[config.mk]
export PLATFORM = sky130hd
export DESIGN_NAME = weight_stream_loader
export DESIGN_NICKNAME = d
export VERILOG_FILES = /design/src/rtl/ffnn_pkg.sv /design/src/rtl/byte_word_assembler.sv /design/src/rtl/weight_stream_loader.sv
export SDC_FILE = /design/constraint.sdc
export NUM_CORES = 1
export LEC_CHECK = 0
export BUFFER_PORTS_ARGS = -buffer_cell sky130_fd_sc_hd__buf_2
export CAP_MARGIN = 5
export CORE_MARGIN = 2
export CORE_UTILIZATION = 50
export CTS_BUF_LIST = sky130_fd_sc_hd__clkbuf_4
export DETAILED_ROUTE_END_ITERATION = 16
export MAX_ROUTING_LAYER = met4
export PLACE_DENSITY = 0.72
export SYNTH_ARGS = -nofsm -noshare
export SYNTH_HDL_FRONTEND = slang
export SYNTH_SLANG_ARGS = --single-unit
[constraint.sdc]
create_clock -name clk -period 5.25 [get_ports clk]
set_clock_uncertainty 0.05 [all_clocks]
set_input_delay 0.525 -clock clk [delete_from_list [all_inputs] [get_ports clk]]
set_output_delay 0.525 -clock clk [all_outputs]
set_load 0.02 [all_outputs]
[src/rtl/ffnn_pkg.sv]
// Shared constants and types for the feed-forward network weight path.
// Default network geometry, frame marker and the loader state encoding.
package ffnn_pkg;

    localparam int DEF_BITS_PER_WORD      = 32;
    localparam int DEF_INPUT_VECTOR_SIZE  = 2;
    localparam int DEF_HIDDEN_LAYER_SIZE  = 2;
    localparam int DEF_OUTPUT_VECTOR_SIZE = 1;
    localparam int DEF_BIAS_SIZE          = 1;

    localparam int L0_N = DEF_INPUT_VECTOR_SIZE + DEF_BIAS_SIZE;
    localparam int L0_M = DEF_HIDDEN_LAYER_SIZE;
    localparam int L1_N = DEF_HIDDEN_LAYER_SIZE + DEF_BIAS_SIZE;
    localparam int L1_M = DEF_OUTPUT_VECTOR_SIZE;

    localparam int         BYTES_PER_WORD = DEF_BITS_PER_WORD / 8;
    localparam logic [7:0] DEF_SYNC_BYTE  = 8'hA5;

    typedef enum logic [1:0] {
        ST_IDLE,
        ST_LAYER,
        ST_WORD,
        ST_CHECK
    } load_state_e;

    function automatic int bytes_per_word(input int bits);
        return bits / 8;
    endfunction

endpackage

[src/rtl/byte_word_assembler.sv]
// Little-endian byte-to-word shifter: the first byte of a word lands in the LSBs.
// Flags the byte that completes a word and presents the finished word combinationally.
module byte_word_assembler
    import ffnn_pkg::*;
#(
    parameter int WORD_W = DEF_BITS_PER_WORD
) (
    input  logic              clk,
    input  logic              reset_n,
    input  logic              clear_i,
    input  logic              byte_valid_i,
    input  logic [7:0]        byte_i,
    output logic [WORD_W-1:0] word_o,
    output logic              word_done_o
);

    localparam int BPW   = bytes_per_word(WORD_W);
    localparam int IDX_W = (BPW > 1) ? $clog2(BPW) : 1;
    localparam int PW    = (WORD_W > 8) ? WORD_W - 8 : 1;

    // Only the bytes still waiting for their upper neighbours are stored.
    logic [PW-1:0]     partial_q, partial_d;
    logic [IDX_W-1:0]  idx_q, idx_d;
    logic [WORD_W-1:0] shifted;
    logic              last_byte;

    generate
        if (WORD_W > 8) begin : g_shift
            assign shifted = {byte_i, partial_q};
        end else begin : g_single
            assign shifted = byte_i;
        end
    endgenerate

    assign last_byte   = (idx_q == IDX_W'(BPW - 1));
    assign word_o      = shifted;
    assign word_done_o = byte_valid_i && last_byte && !clear_i;

    // NOTE: every always_comb output gets its default first so no latch is inferred.
    always_comb begin
        partial_d = partial_q;
        idx_d     = idx_q;
        if (clear_i) begin
            partial_d = '0;
            idx_d     = '0;
        end else if (byte_valid_i) begin
            partial_d = shifted[WORD_W-1 -: PW];
            idx_d     = last_byte ? '0 : idx_q + IDX_W'(1);
        end
    end

    // NOTE: state registers use non-blocking assignments; reset is sampled on the clock edge.
    always_ff @(posedge clk) begin
        if (!reset_n) begin
            partial_q <= '0;
            idx_q     <= '0;
        end else begin
            partial_q <= partial_d;
            idx_q     <= idx_d;
        end
    end

endmodule

[src/rtl/weight_stream_loader.sv]
// Parses framed byte-serial weight images and writes them into the FFN core row-major.
// Frame: SYNC, LAYER, N*M little-endian words, XOR CHECK over LAYER and payload.
module weight_stream_loader
    import ffnn_pkg::*;
#(
    parameter int         BITS_PER_WORD       = DEF_BITS_PER_WORD,
    parameter int         INPUT_VECTOR_SIZE   = DEF_INPUT_VECTOR_SIZE,
    parameter int         HIDDEN_LAYER_SIZE   = DEF_HIDDEN_LAYER_SIZE,
    parameter int         OUTPUT_VECTOR_SIZE  = DEF_OUTPUT_VECTOR_SIZE,
    parameter int         BIAS_SIZE           = DEF_BIAS_SIZE,
    parameter int         CLOG2_MAX_WEIGHTS_N = 2,
    parameter int         CLOG2_MAX_WEIGHTS_M = 2,
    parameter logic [7:0] SYNC_BYTE           = DEF_SYNC_BYTE
) (
    input  logic                           clk,
    input  logic                           reset_n,
    input  logic                           in_valid,
    input  logic [7:0]                     in_byte,
    output logic                           in_ready,
    output logic                           weights_en,
    output logic                           weights_layer_address,
    output logic [CLOG2_MAX_WEIGHTS_N-1:0] weights_n_address,
    output logic [CLOG2_MAX_WEIGHTS_M-1:0] weights_m_address,
    output logic [BITS_PER_WORD-1:0]       weights_data,
    output logic                           busy,
    output logic                           done,
    output logic                           error
);

    localparam int NW = CLOG2_MAX_WEIGHTS_N;
    localparam int MW = CLOG2_MAX_WEIGHTS_M;

    localparam logic [NW-1:0] L0_N_LAST = NW'(INPUT_VECTOR_SIZE + BIAS_SIZE - 1);
    localparam logic [MW-1:0] L0_M_LAST = MW'(HIDDEN_LAYER_SIZE - 1);
    localparam logic [NW-1:0] L1_N_LAST = NW'(HIDDEN_LAYER_SIZE + BIAS_SIZE - 1);
    localparam logic [MW-1:0] L1_M_LAST = MW'(OUTPUT_VECTOR_SIZE - 1);

    load_state_e              state_q, state_d;
    logic                     layer_q, layer_d;
    logic [NW-1:0]            n_q, n_d;
    logic [MW-1:0]            m_q, m_d;
    logic [7:0]               csum_q, csum_d;
    logic                     in_ready_q;
    logic                     wen_q, wen_d;
    logic                     wlayer_q, wlayer_d;
    logic [NW-1:0]            wn_q, wn_d;
    logic [MW-1:0]            wm_q, wm_d;
    logic [BITS_PER_WORD-1:0] wdata_q, wdata_d;
    logic                     busy_q, busy_d;
    logic                     done_q, done_d;
    logic                     error_q, error_d;

    logic                     accept;
    logic                     asm_valid;
    logic                     asm_clear;
    logic                     word_done;
    logic [BITS_PER_WORD-1:0] word;
    logic [NW-1:0]            n_last;
    logic [MW-1:0]            m_last;

    assign accept    = in_valid && in_ready_q;
    assign asm_valid = accept && (state_q == ST_WORD);
    assign asm_clear = accept && (state_q == ST_LAYER);
    assign n_last    = layer_q ? L1_N_LAST : L0_N_LAST;
    assign m_last    = layer_q ? L1_M_LAST : L0_M_LAST;

    byte_word_assembler #(
        .WORD_W (BITS_PER_WORD)
    ) u_assembler (
        .clk          (clk),
        .reset_n      (reset_n),
        .clear_i      (asm_clear),
        .byte_valid_i (asm_valid),
        .byte_i       (in_byte),
        .word_o       (word),
        .word_done_o  (word_done)
    );

    always_comb begin
        state_d  = state_q;
        layer_d  = layer_q;
        n_d      = n_q;
        m_d      = m_q;
        csum_d   = csum_q;
        wen_d    = 1'b0;
        wlayer_d = wlayer_q;
        wn_d     = wn_q;
        wm_d     = wm_q;
        wdata_d  = wdata_q;
        done_d   = 1'b0;
        error_d  = 1'b0;

        if (accept) begin
            unique case (state_q)
                ST_IDLE: begin
                    if (in_byte == SYNC_BYTE) state_d = ST_LAYER;
                end
                ST_LAYER: begin
                    if (in_byte[7:1] == 7'd0) begin
                        layer_d = in_byte[0];
                        csum_d  = in_byte;
                        n_d     = '0;
                        m_d     = '0;
                        state_d = ST_WORD;
                    end else begin
                        error_d = 1'b1;
                        state_d = ST_IDLE;
                    end
                end
                ST_WORD: begin
                    csum_d = csum_q ^ in_byte;
                    if (word_done) begin
                        wen_d    = 1'b1;
                        wlayer_d = layer_q;
                        wn_d     = n_q;
                        wm_d     = m_q;
                        wdata_d  = word;
                        // Row-major walk: m is the inner index.
                        if (m_q == m_last) begin
                            m_d = '0;
                            if (n_q == n_last) state_d = ST_CHECK;
                            else               n_d     = n_q + NW'(1);
                        end else begin
                            m_d = m_q + MW'(1);
                        end
                    end
                end
                ST_CHECK: begin
                    if (in_byte == csum_q) done_d  = 1'b1;
                    else                   error_d = 1'b1;
                    state_d = ST_IDLE;
                end
                default: state_d = ST_IDLE;
            endcase
        end

        busy_d = (state_d != ST_IDLE);
    end

    always_ff @(posedge clk) begin
        if (!reset_n) begin
            state_q    <= ST_IDLE;
            layer_q    <= 1'b0;
            n_q        <= '0;
            m_q        <= '0;
            csum_q     <= '0;
            in_ready_q <= 1'b0;
            wen_q      <= 1'b0;
            wlayer_q   <= 1'b0;
            wn_q       <= '0;
            wm_q       <= '0;
            wdata_q    <= '0;
            busy_q     <= 1'b0;
            done_q     <= 1'b0;
            error_q    <= 1'b0;
        end else begin
            state_q    <= state_d;
            layer_q    <= layer_d;
            n_q        <= n_d;
            m_q        <= m_d;
            csum_q     <= csum_d;
            in_ready_q <= 1'b1;
            wen_q      <= wen_d;
            wlayer_q   <= wlayer_d;
            wn_q       <= wn_d;
            wm_q       <= wm_d;
            wdata_q    <= wdata_d;
            busy_q     <= busy_d;
            done_q     <= done_d;
            error_q    <= error_d;
        end
    end

    assign in_ready              = in_ready_q;
    assign weights_en            = wen_q;
    assign weights_layer_address = wlayer_q;
    assign weights_n_address     = wn_q;
    assign weights_m_address     = wm_q;
    assign weights_data          = wdata_q;
    assign busy                  = busy_q;
    assign done                  = done_q;
    assign error                 = error_q;

endmodule

==> metrics.md, run 1 <==
| Metric | Value |
|---|---|
| Core Region | 6720 sq um |
| DRT antenna net count | 0 |
| Status | finished clean |
| Slack of the critical path | 2.67 ns |
| Post-CTS Resized | 0 |
| First-pass GRT wire length | 12,600 um |
| Initial antenna violation count | 0 |
| Ys flop type | dfxtp_1 |
| Count leader, synth | nand2_1 |
| H-Tree Depth | 3 |
| Setup Fix Bufs, Post-CTS | 0 |
| Die Wd | 86.9 um |
| Starting DRC count in detailed routing | 177 |
| Synth Register Bits | 83 |
| CP Data Arrival Time | 2.88 ns |
| CP Max Fanout | 30 |
| Vert. Die Dim | 86.9 um |
| Yosys Warn Count | 0 |
| Switching Power | 256 uW |
| Largest net degree at the start of global routing | 59 |
| Pre-Repair DR Iteration Count | 5 |
| Vias in the first global route | 2,713 |
| Clk sinks | 83 |
| Slew @ Worst Pin | 0.852 ns |
| Clock power share | 33.8% |
| Max transition margin | 43.0% |
| Synth area leader | dfxtp_1 |
| Final min period | 2.58 ns |
| Area of the die | 7550 sq um |
| Sequential share of the synthesized area | 48.4% |
| Syn nets | 434 |
| GRT Residual Overflow | 0 |
| Netlist cell types | 40 |
| Dpl cell area | 3710 sq um |
| Final slew viol count | 0 |
| Register area | 1660 sq um |
| Number of flops mapped to enable cells by yosys | 0 |
| CTS hold repair buffers | 0 |
| Max Clk Rate | 388 MHz |
| Critical path class | flop to flop |
| CP Data Required Time | 5.55 ns |
| Startpoint Class | flop |
| WL final | 7440 um |
| Final GP Congestion | 0.900 |
| Avg Inst Size Synth | 8.24 sq um |
| CTS tree | done |
| Finish-stage setup viols | 0 |
| Post-synth top cells | nand2_1, dfxtp_1, a21boi_0 |
| Clk slew on worst S/H paths | 0.15 ns |
| Asr flop ratio synth | 0% |
| Final Non-Filler Cells | 540 |
| Pre-CTS WS | 2.73 ns |
| Placed insts | 524 |
| Max VDD drop | 0.000114 V |
| Multi-input gate area | 1640 sq um |
| Worst min path class | input pin to flop |
| Max-Cap Viols | 0 |
| WL/cell | 13.8 um |
| Synth top area cells | dfxtp_1, nand2_1, a21boi_0, a21oi_1, xnor2_1 |
| Power density over the cells | 262 nW/um^2 |
| Cell row count | 30 |
| Clk buf depth | 2 |
| DR vias/cell | 5.46 |
| Hold Vio Cnt, Final | 0 |
| Root Driver | clkbuf_4 |
| Area delta synth->final | 11.5% |
| Diode count | 0 |
| Overall Power | 1000 uW |
| Crit share post-route | 49.2% |
| RSZ-0062 raised after global routing | false |
| Number of remaining DRC errors | 0 |
| CTS buffer count | 9 |
| Via count | 2,946 |
| Switching Fraction | 25.5% |
| Synthesized instance count | 417 |
| Comb pwr share | 3.4% |
| Worst skew pair latency | 0.43 ns |
| Layout cells sized above 1 | 16.5% |
| Sequential power share | 62.9% |
| Internal Power | 748 uW |
| Post-route setup TNS | 0 ns |
| GR Util All Layers | 21.8% |
| Starting Density | 51.1% |
| # fillers | 635 |
| IO buf count | 52 |
| P_leak | 0.00137 uW |
| Top-Level Pins | 53 |
| Nets | 472 |
| Cell area after layout | 3830 sq um |
| Post-DP HPWL | 4970 um |
| Yosys top cell area share | 48.4% |
| Crit. End Element | flop |
| Mapped Area | 3440 sq um |
-- final timing paths --
| check | cells after the start | to | from | slack [ns] |
|---|---|---|---|---|
| max reg2reg | 8 | weights_layer_address | state_q[0] | 2.67 |
| max | 8 | weights_layer_address | state_q[0] | 2.67 |
| min | 3 | u_assembler.partial_q[16] | in_byte[0] | 0.37 |
| min reg2reg | 2 | u_assembler.partial_q[10] | u_assembler.partial_q[18] | 0.42 |
-- logic make-up (layout without fill, tap and decap cells) --
| family | Yosys count | after routing | synth area share [%] |
|---|---|---|---|
| buffers and inverters | 33 | 76 | 3.86 |
| xor gates and xnor gates | 9 | 9 | 2.29 |
| DFF | 83 | 83 | 48.4 |
| AOI/OAI and AO/OA | 106 | 106 | 21.2 |
| adders and majority gates | 6 | 6 | 2.18 |
| muxes | 1 | 1 | 0.291 |
| and+or+nand+nor | 179 | 179 | 21.8 |
-- routing by layer --
layer,vias to the layer above,global-route usage [%],share of wire (%)
met5,-,-,0
met4,0,9.09,1.7
met3,12,4.64,4.4
met2,81,32.7,47
met1,1365,28.6,47
li1,1488,-,-
-- state kept, by name (all words and copies together) (netlist names) --
register and flops:
weights_data 32, u_assembler.partial_q 24, csum_q 8, m_q 2
n_q 2, state_q 2, u_assembler.idx_q 2, weights_m_address 2
weights_n_address 2, busy 1, done 1, error 1
in_ready 1, layer_q 1, weights_en 1, weights_layer_address 1
-- layout make-up --
cell class              instances  share of cell area (%)
clock inverters                 6                    1.27
flip-flops and latches         83                    43.4
inverters                       5                   0.490
clock buffers                  10                    1.96
multi-input cells             301                    42.9
repair buffers                 55                    7.38
well taps                      80                    2.61
-- critical path: stages (launching register included) --
cell,delay (ns)
dfxtp_1,0.37
inv_1,0.09
ha_1,0.50
nand3_1,0.13
buf_4,0.26
nor2_2,0.48
buf_4,0.36
nand2_1,0.08
a21boi_0,0.15
-- cells in the final DEF, fill, tap and decap left out, types with 6 or more instances in the layout --
cell / instances
ha_1: 6
nor2_1: 15
nand2_1: 137
a21boi_0: 38
o311ai_0: 8
dfxtp_1: 83
a21boi_1: 8
xnor2_1: 9
o31ai_1: 10
clkbuf_4: 10
a21oi_1: 29
buf_2: 52
-- power by group through the flow --
stage / sequential (uW) / clock, uW / combinational, uW
final: 631 / 339 / 33.7
after global routing: 632 / 381 / 36.6
after CTS: 631 / 348 / 33.8
after detailed placement: 645 / 0 / 33.6
after global placement: 645 / 0 / 33.9
after floorplan: 645 / 0 / 20.9
-- through the flow --
stage | utilization [%] | hold WS [ns]
2_1_floorplan | - | 0.386
3_3_place_gp | 55.2 | 0.395
3_5_place_dp | 55.2 | 0.399
4_1_cts | 57.0 | 0.343
5_1_grt | 57.0 | 0.323
6_report | 57.0 | 0.365
No activity file was read; power rests on OpenSTA's default activity.
==> run 2: changes to the inputs <==
==> constraint.sdc (replaced) <==
create_clock -name clk -period 2.5 [get_ports clk]
set_clock_uncertainty 0.05 [all_clocks]
set_input_delay 0.25 -clock clk [delete_from_list [all_inputs] [get_ports clk]]
set_output_delay 0.25 -clock clk [all_outputs]
set_load 0.02 [all_outputs]
==> run 2 against run 1 <==
Against the previous run: combinational power grew 120%; critical path depth decreased by 1; final area rose by 1.1%.
==> metrics.md, run 2 (same netlist as run 1, synthesis figures left out) <==
| Metric | Value |
|---|---|
| Vert. Die Dim | 86.9 um (unchanged) |
| Via count | 2,991 (+1.5%) |
| Starting DRC count in detailed routing | 111 (-37%) |
| Setup Fix Bufs, Post-CTS | 0 (unchanged) |
| Clk slew on worst S/H paths | 0.14 ns (about the same) |
| Final GP Congestion | 0.898 (-0.24%) |
| DR vias/cell | 5.50 (+0.78%) |
| R2r endpoint | csum_q[2] |
| H-Tree Depth | 3 (unchanged) |
| # fillers | 672 (+5.8%) |
| Post-CTS Resized | 0 (unchanged) |
| Most common cell after layout, fill and taps aside | nand2_1 |
| Post-DP HPWL | 5290 um (+6.5%) |
| First-pass GRT wire length | 13,100 um (+3.8%) |
| Max transition margin | 53.5% (+10 points) |
| Nets | 476 (+0.85%) |
| Core Region | 6720 sq um (unchanged) |
| Worst skew pair latency | 0.43 ns (about the same) |
| RSZ-0062 raised after global routing | false |
| Post-route setup TNS | 0 ns (unchanged) |
| Cell row count | 30 (unchanged) |
| Startpoint Class | flop |
| Area of the die | 7550 sq um (unchanged) |
| WL/cell | 14.2 um (+3.0%) |
| Metal2 WL | 3930 um (+12%) |
| Most frequent cells in the layout | nand2_1, dfxtp_1, buf_2 |
| DRT antenna net count | 0 (unchanged) |
| Root Driver | clkbuf_4 |
| Area delta synth->final | 12.7% |
| Number of remaining DRC errors | 0 (unchanged) |
| Finish-stage setup viols | 0 (unchanged) |
| Hold Vio Cnt, Final | 0 (unchanged) |
| GRT Residual Overflow | 0 (unchanged) |
| CP Max Fanout | 29 (-3.3%) |
| Final slew viol count | 0 (unchanged) |
| Final min period | 2.22 ns (-0.357 ns) |
| Diode count | 0 (unchanged) |
| CP Data Arrival Time | 2.54 ns (-0.34 ns) |
| DRT met1 WL | 3380 um (-2.9%) |
| WL final | 7720 um (+3.7%) |
| Critical path class | flop to flop |
| CP Data Required Time | 2.81 ns (-2.74 ns) |
| Crit. End Element | flop |
| CP endpoint | csum_q[2] |
| GR Util All Layers | 22.6% (+0.82 points) |
| Status | finished clean |
| Pre-CTS WS | 0.333 ns (-2.40 ns) |
| Reg2reg setup slack | 0.28 ns (-2.39 ns) |
| Clk buf depth | 2 (unchanged) |
| Initial antenna violation count | 0 (unchanged) |
| CTS tree | done |
| Met3 WL | 296 um (-9.5%) |
| DR top layer | met4 |
| Top-Level Pins | 53 (unchanged) |
| Start of the worst register-to-register path | state_q[0] |
| Largest net degree at the start of global routing | 38 (-36%) |
| CP startpoint | state_q[0] |
| Power density over the cells | 558 nW/um^2 (+110%) |
| Die Wd | 86.9 um (unchanged) |
| Max-Cap Viols | 0 (unchanged) |
| CTS buffer count | 9 (unchanged) |
| Starting Density | 51.1% (unchanged) |
| Clk sinks | 83 (unchanged) |
| P_leak | 0.00140 uW (+2.4%) |
| Worst min path class | input pin to flop |
| Layout cells sized above 1 | 17.0% (+0.50 points) |
| R2R depth | 7 (-1) |
| Vias in the first global route | 2,929 (+8.0%) |
| Crit share post-route | 88.9% (+40 points) |
| CTS hold repair buffers | 0 (unchanged) |
| Pre-Repair DR Iteration Count | 4 (-1) |
| Slack of the critical path | 0.276 ns (-2.39 ns) |
| IO buf count | 52 (unchanged) |
| Max FFs per register | 32 (unchanged) |
| Max Clk Rate | 450 MHz (+16%) |
| Slew @ Worst Pin | 0.697 ns (-0.155 ns) |
| Max VDD drop | 0.000377 V (+230%) |
[run 2: changes by cell type in the layout (fill, tap and decap cells not counted)]
cell / previous run / this run
inv_6: 2 / 0
clkinv_4: 1 / 2
buf_4: 3 / 7
clkinv_1: 0 / 1
clkbuf_4: 10 / 9
clkinvlp_4: 3 / 1
clkinv_2: 0 / 2
bufinv_16: 0 / 1
[run 2: where the power goes]
group | internal, uW | total, uW | switching (uW)
Sequential | 1320 | 1320 | 1.63
Combinational | 24.6 | 72.8 | 48.2
Clock | 301 | 764 | 462
Total | 1650 | 2160 | 512
[run 2: final cells by class]
class	count	area, sq um	area share, %
sequential	83	1660	42.9
multi-input combinational	301	1640	42.4
timing repair buffer	59	313	8.07
tap	80	100	2.58
clock inverter	7	68.8	1.78
clock buffer	9	67.6	1.74
inverter	5	18.8	0.484
[run 2: worst min-delay path by stage]
| stage | start | end | slack [ns] | cells past startpoint |
|---|---|---|---|---|
| 5_1_grt | in_byte[5] | u_assembler.partial_q[21] | 0.08 | 3 |
| 3_3_place_gp | u_assembler.partial_q[7] | u_assembler.partial_q[7] | 0.39 | 2 |
| 4_1_cts | in_byte[5] | u_assembler.partial_q[21] | 0.06 | 3 |
| 6_report | in_byte[5] | u_assembler.partial_q[21] | 0.08 | 3 |
| 2_1_floorplan | reset_n | in_ready | 0.23 | 0 |
| 3_5_place_dp | u_assembler.partial_q[6] | u_assembler.partial_q[6] | 0.40 | 2 |
[run 2: layer usage]
layer  GRT usage (%)  up-vias
li1                -     1498
met1            26.4     1417
met2            37.8       64
met3            4.55       12
met4            9.80        0
met5               -        -
[run 2: through the flow]
stage	power (uW)	util [%]	area (sq um)	hold WS, ns	cells
after floorplan	1400	-	3440	0.228	417
after global placement	1430	55.6	3740	0.393	528
after detailed placement	1430	55.6	3740	0.397	528
after CTS	2180	57.7	3870	0.0623	544
after global routing	2240	57.7	3870	0.0771	544
final	2160	57.7	3870	0.0826	544
[run 2: critical path: stages, from the launching register on]
cell and delay [ns]:
dfxtp_1 0.36, inv_1 0.10, ha_1 0.48, nand3_1 0.15, buf_4 0.27, nor2_1 0.41, o311ai_0 0.19, a21boi_1 0.15
==> run 3: changes to the inputs <==
==> constraint.sdc (replaced) <==
create_clock -name clk -period 2.5 [get_ports clk]
set_clock_uncertainty 0.05 [all_clocks]
set_input_delay 0 -clock clk [delete_from_list [all_inputs] [get_ports clk]]
set_output_delay 0 -clock clk [all_outputs]
set_load 0.02 [all_outputs]
==> run 3 against run 2 <==
Against the previous run: first-iteration DRC count rose by 44%; non-clock buffer count rose by 11; sequential share of layout area fell by 1.6 points; wire length fell by 1.7%; final area rose by 3.9%; sequential power barely moved; maximum frequency rose by 9.0%; clock-buffer cell count did not move; critical endpoint is now weights_data[1]; largest cell class unchanged.
==> metrics.md, run 3 (same netlist as run 1, synthesis figures left out) <==
| Metric | Value |
|---|---|
| P_leak | 0.00146 uW (+4.5%) |
| Critical path class | flop to flop |
| Clock power share | 40.9% (+5.6 points) |
| CTS tree | done |
| Final slew viol count | 0 (unchanged) |
| Core Region | 6720 sq um (unchanged) |
| Vert. Die Dim | 86.9 um (unchanged) |
| Top-Level Pins | 53 (unchanged) |
| CP Data Arrival Time | 2.35 ns (-0.19 ns) |
| Clk slew on worst S/H paths | 0.13 ns (about the same) |
| Crit share post-route | 81.6% (-7.4 points) |
| Max VDD drop | 0.000269 V (-29%) |
| CP Max Fanout | 16 (-45%) |
| Hold Vio Cnt, Final | 0 (unchanged) |
| Post-DP HPWL | 5150 um (-2.7%) |
| Worst min path class | input pin to flop |
| Most common cell after layout, fill and taps aside | nand2_1 |
| CTS hold repair buffers | 10 (+10) |
| Comb pwr share | 3.6% (+0.2 points) |
| Max transition margin | 56.2% (+2.7 points) |
| Switching Fraction | 22.0% (-1.7 points) |
| Most frequent cells in the layout | nand2_1, dfxtp_1, buf_2 |
| Initial antenna violation count | 0 (unchanged) |
| Crit. End Element | flop |
| First-pass GRT wire length | 12,500 um (-4.7%) |
| Starting Density | 51.1% (unchanged) |
| Clk buf depth | 2 (unchanged) |
| Pre-CTS WS | 0.458 ns (+0.125 ns) |
| IO buf count | 52 (unchanged) |
| Power density over the cells | 593 nW/um^2 (+6.2%) |
| Startpoint Class | flop |
| Pre-Repair DR Iteration Count | 4 (unchanged) |
| Area of the die | 7550 sq um (unchanged) |
| Nets | 487 (+2.3%) |
| Area delta synth->final | 17.2% |
| Sequential power share | 55.5% (-5.8 points) |
| Layout cells sized above 1 | 16.9% (-0.15 points) |
| Max FFs per register | 32 (unchanged) |
| CTS buffer count | 9 (unchanged) |
| Cell area after layout | 4030 sq um (+3.9%) |
| Vias in the first global route | 2,660 (-9.2%) |
| Starting DRC count in detailed routing | 160 (+44%) |
| WL/cell | 13.7 um (-3.5%) |
| WL final | 7590 um (-1.7%) |
| Final min period | 2.04 ns (-0.184 ns) |
| Via count | 2,994 (+0.10%) |
| Final GP Congestion | 0.835 (-7.0%) |
| Cell row count | 30 (unchanged) |
| Slack of the critical path | 0.461 ns (+0.184 ns) |
| Die Wd | 86.9 um (unchanged) |
| Max Clk Rate | 490 MHz (+9.0%) |
| Post-CTS Resized | 0 (unchanged) |
| DR vias/cell | 5.40 (-1.7%) |
| Status | finished clean |
| Setup Fix Bufs, Post-CTS | 0 (unchanged) |
| Dpl cell area | 3740 sq um (+0.20%) |
| Number of remaining DRC errors | 0 (unchanged) |
| Diode count | 0 (unchanged) |
| Finish-stage setup viols | 0 (unchanged) |
| Post-route setup TNS | 0 ns (unchanged) |
| GR Util All Layers | 21.6% (-1.1 points) |
| Clk sinks | 83 (unchanged) |
| Internal Power | 1860 uW (+13%) |
| Worst skew pair latency | 0.44 ns (about the same) |
| Max-Cap Viols | 0 (unchanged) |
| DRT antenna net count | 0 (unchanged) |
| Root Driver | clkbuf_4 |
| Reg2reg setup slack | 0.46 ns (+0.18 ns) |
| H-Tree Depth | 3 (unchanged) |
| Slew @ Worst Pin | 0.657 ns (-0.0409 ns) |
| Switching Power | 525 uW (+2.5%) |
| GRT Residual Overflow | 0 (unchanged) |
| CP Data Required Time | 2.81 ns (about the same) |
| RSZ-0062 raised after global routing | false |
| Largest net degree at the start of global routing | 38 (unchanged) |
## run 3: path summary, 6_finish.rpt
| kind | startpoint | to | cells after the start |
|---|---|---|---|
| worst max-delay path | state_q[1] | weights_data[1] | 7 |
| worst min-delay path | in_byte[6] | u_assembler.partial_q[22] | 4 |
| worst max register to register | state_q[1] | weights_data[1] | 7 |
| worst min register to register | weights_data[9] | weights_data[9] | 2 |
## run 3: critical path: stages (launching register included)
cell	delay [ns]
dfxtp_1	0.41
inv_1	0.08
ha_1	0.26
nand2b_1	0.24
nor2_2	0.40
buf_4	0.30
nand2_1	0.08
a21boi_0	0.14
## run 3: power groups by stage
stage	registers (uW)	clock network (uW)	logic, uW
after global routing	1330	1050	91.9
after detailed placement	1350	0	73.1
after floorplan	1360	0	43.8
after CTS	1330	988	85.2
final	1330	976	85.6
after global placement	1350	0	73.1
## run 3: stage by stage
| step | cells | utilization, % | power [uW] | hold WS [ns] |
|---|---|---|---|---|
| 2_1_floorplan | 417 | - | 1400 | -0.0223 |
| 3_3_place_gp | 529 | 55.7 | 1430 | 0.293 |
| 3_5_place_dp | 529 | 55.7 | 1430 | 0.291 |
| 4_1_cts | 554 | 59.9 | 2400 | 0.374 |
| 5_1_grt | 554 | 59.9 | 2460 | 0.396 |
| 6_report | 554 | 59.9 | 2390 | 0.378 |
## run 3: layout make-up
class                      instances  area, sq um
fill                             615         2690
sequential                        83         1660
multi-input combinational        301         1640
timing repair buffer              70          420
clock inverter                     6          114
tap                               80          100
clock buffer                       9         67.6
inverter                           5         18.8
## run 3: routing by layer
| metal | track usage, % | wire [um] | vias to the layer above |
|---|---|---|---|
| met1 | 27.7 | 3350 | 1388 |
| met2 | 33.7 | 3700 | 68 |
| met3 | 3.60 | 368 | 15 |
| met5 | - | 0 | - |
| met4 | 9.09 | 180 | 0 |
| li1 | - | - | 1523 |
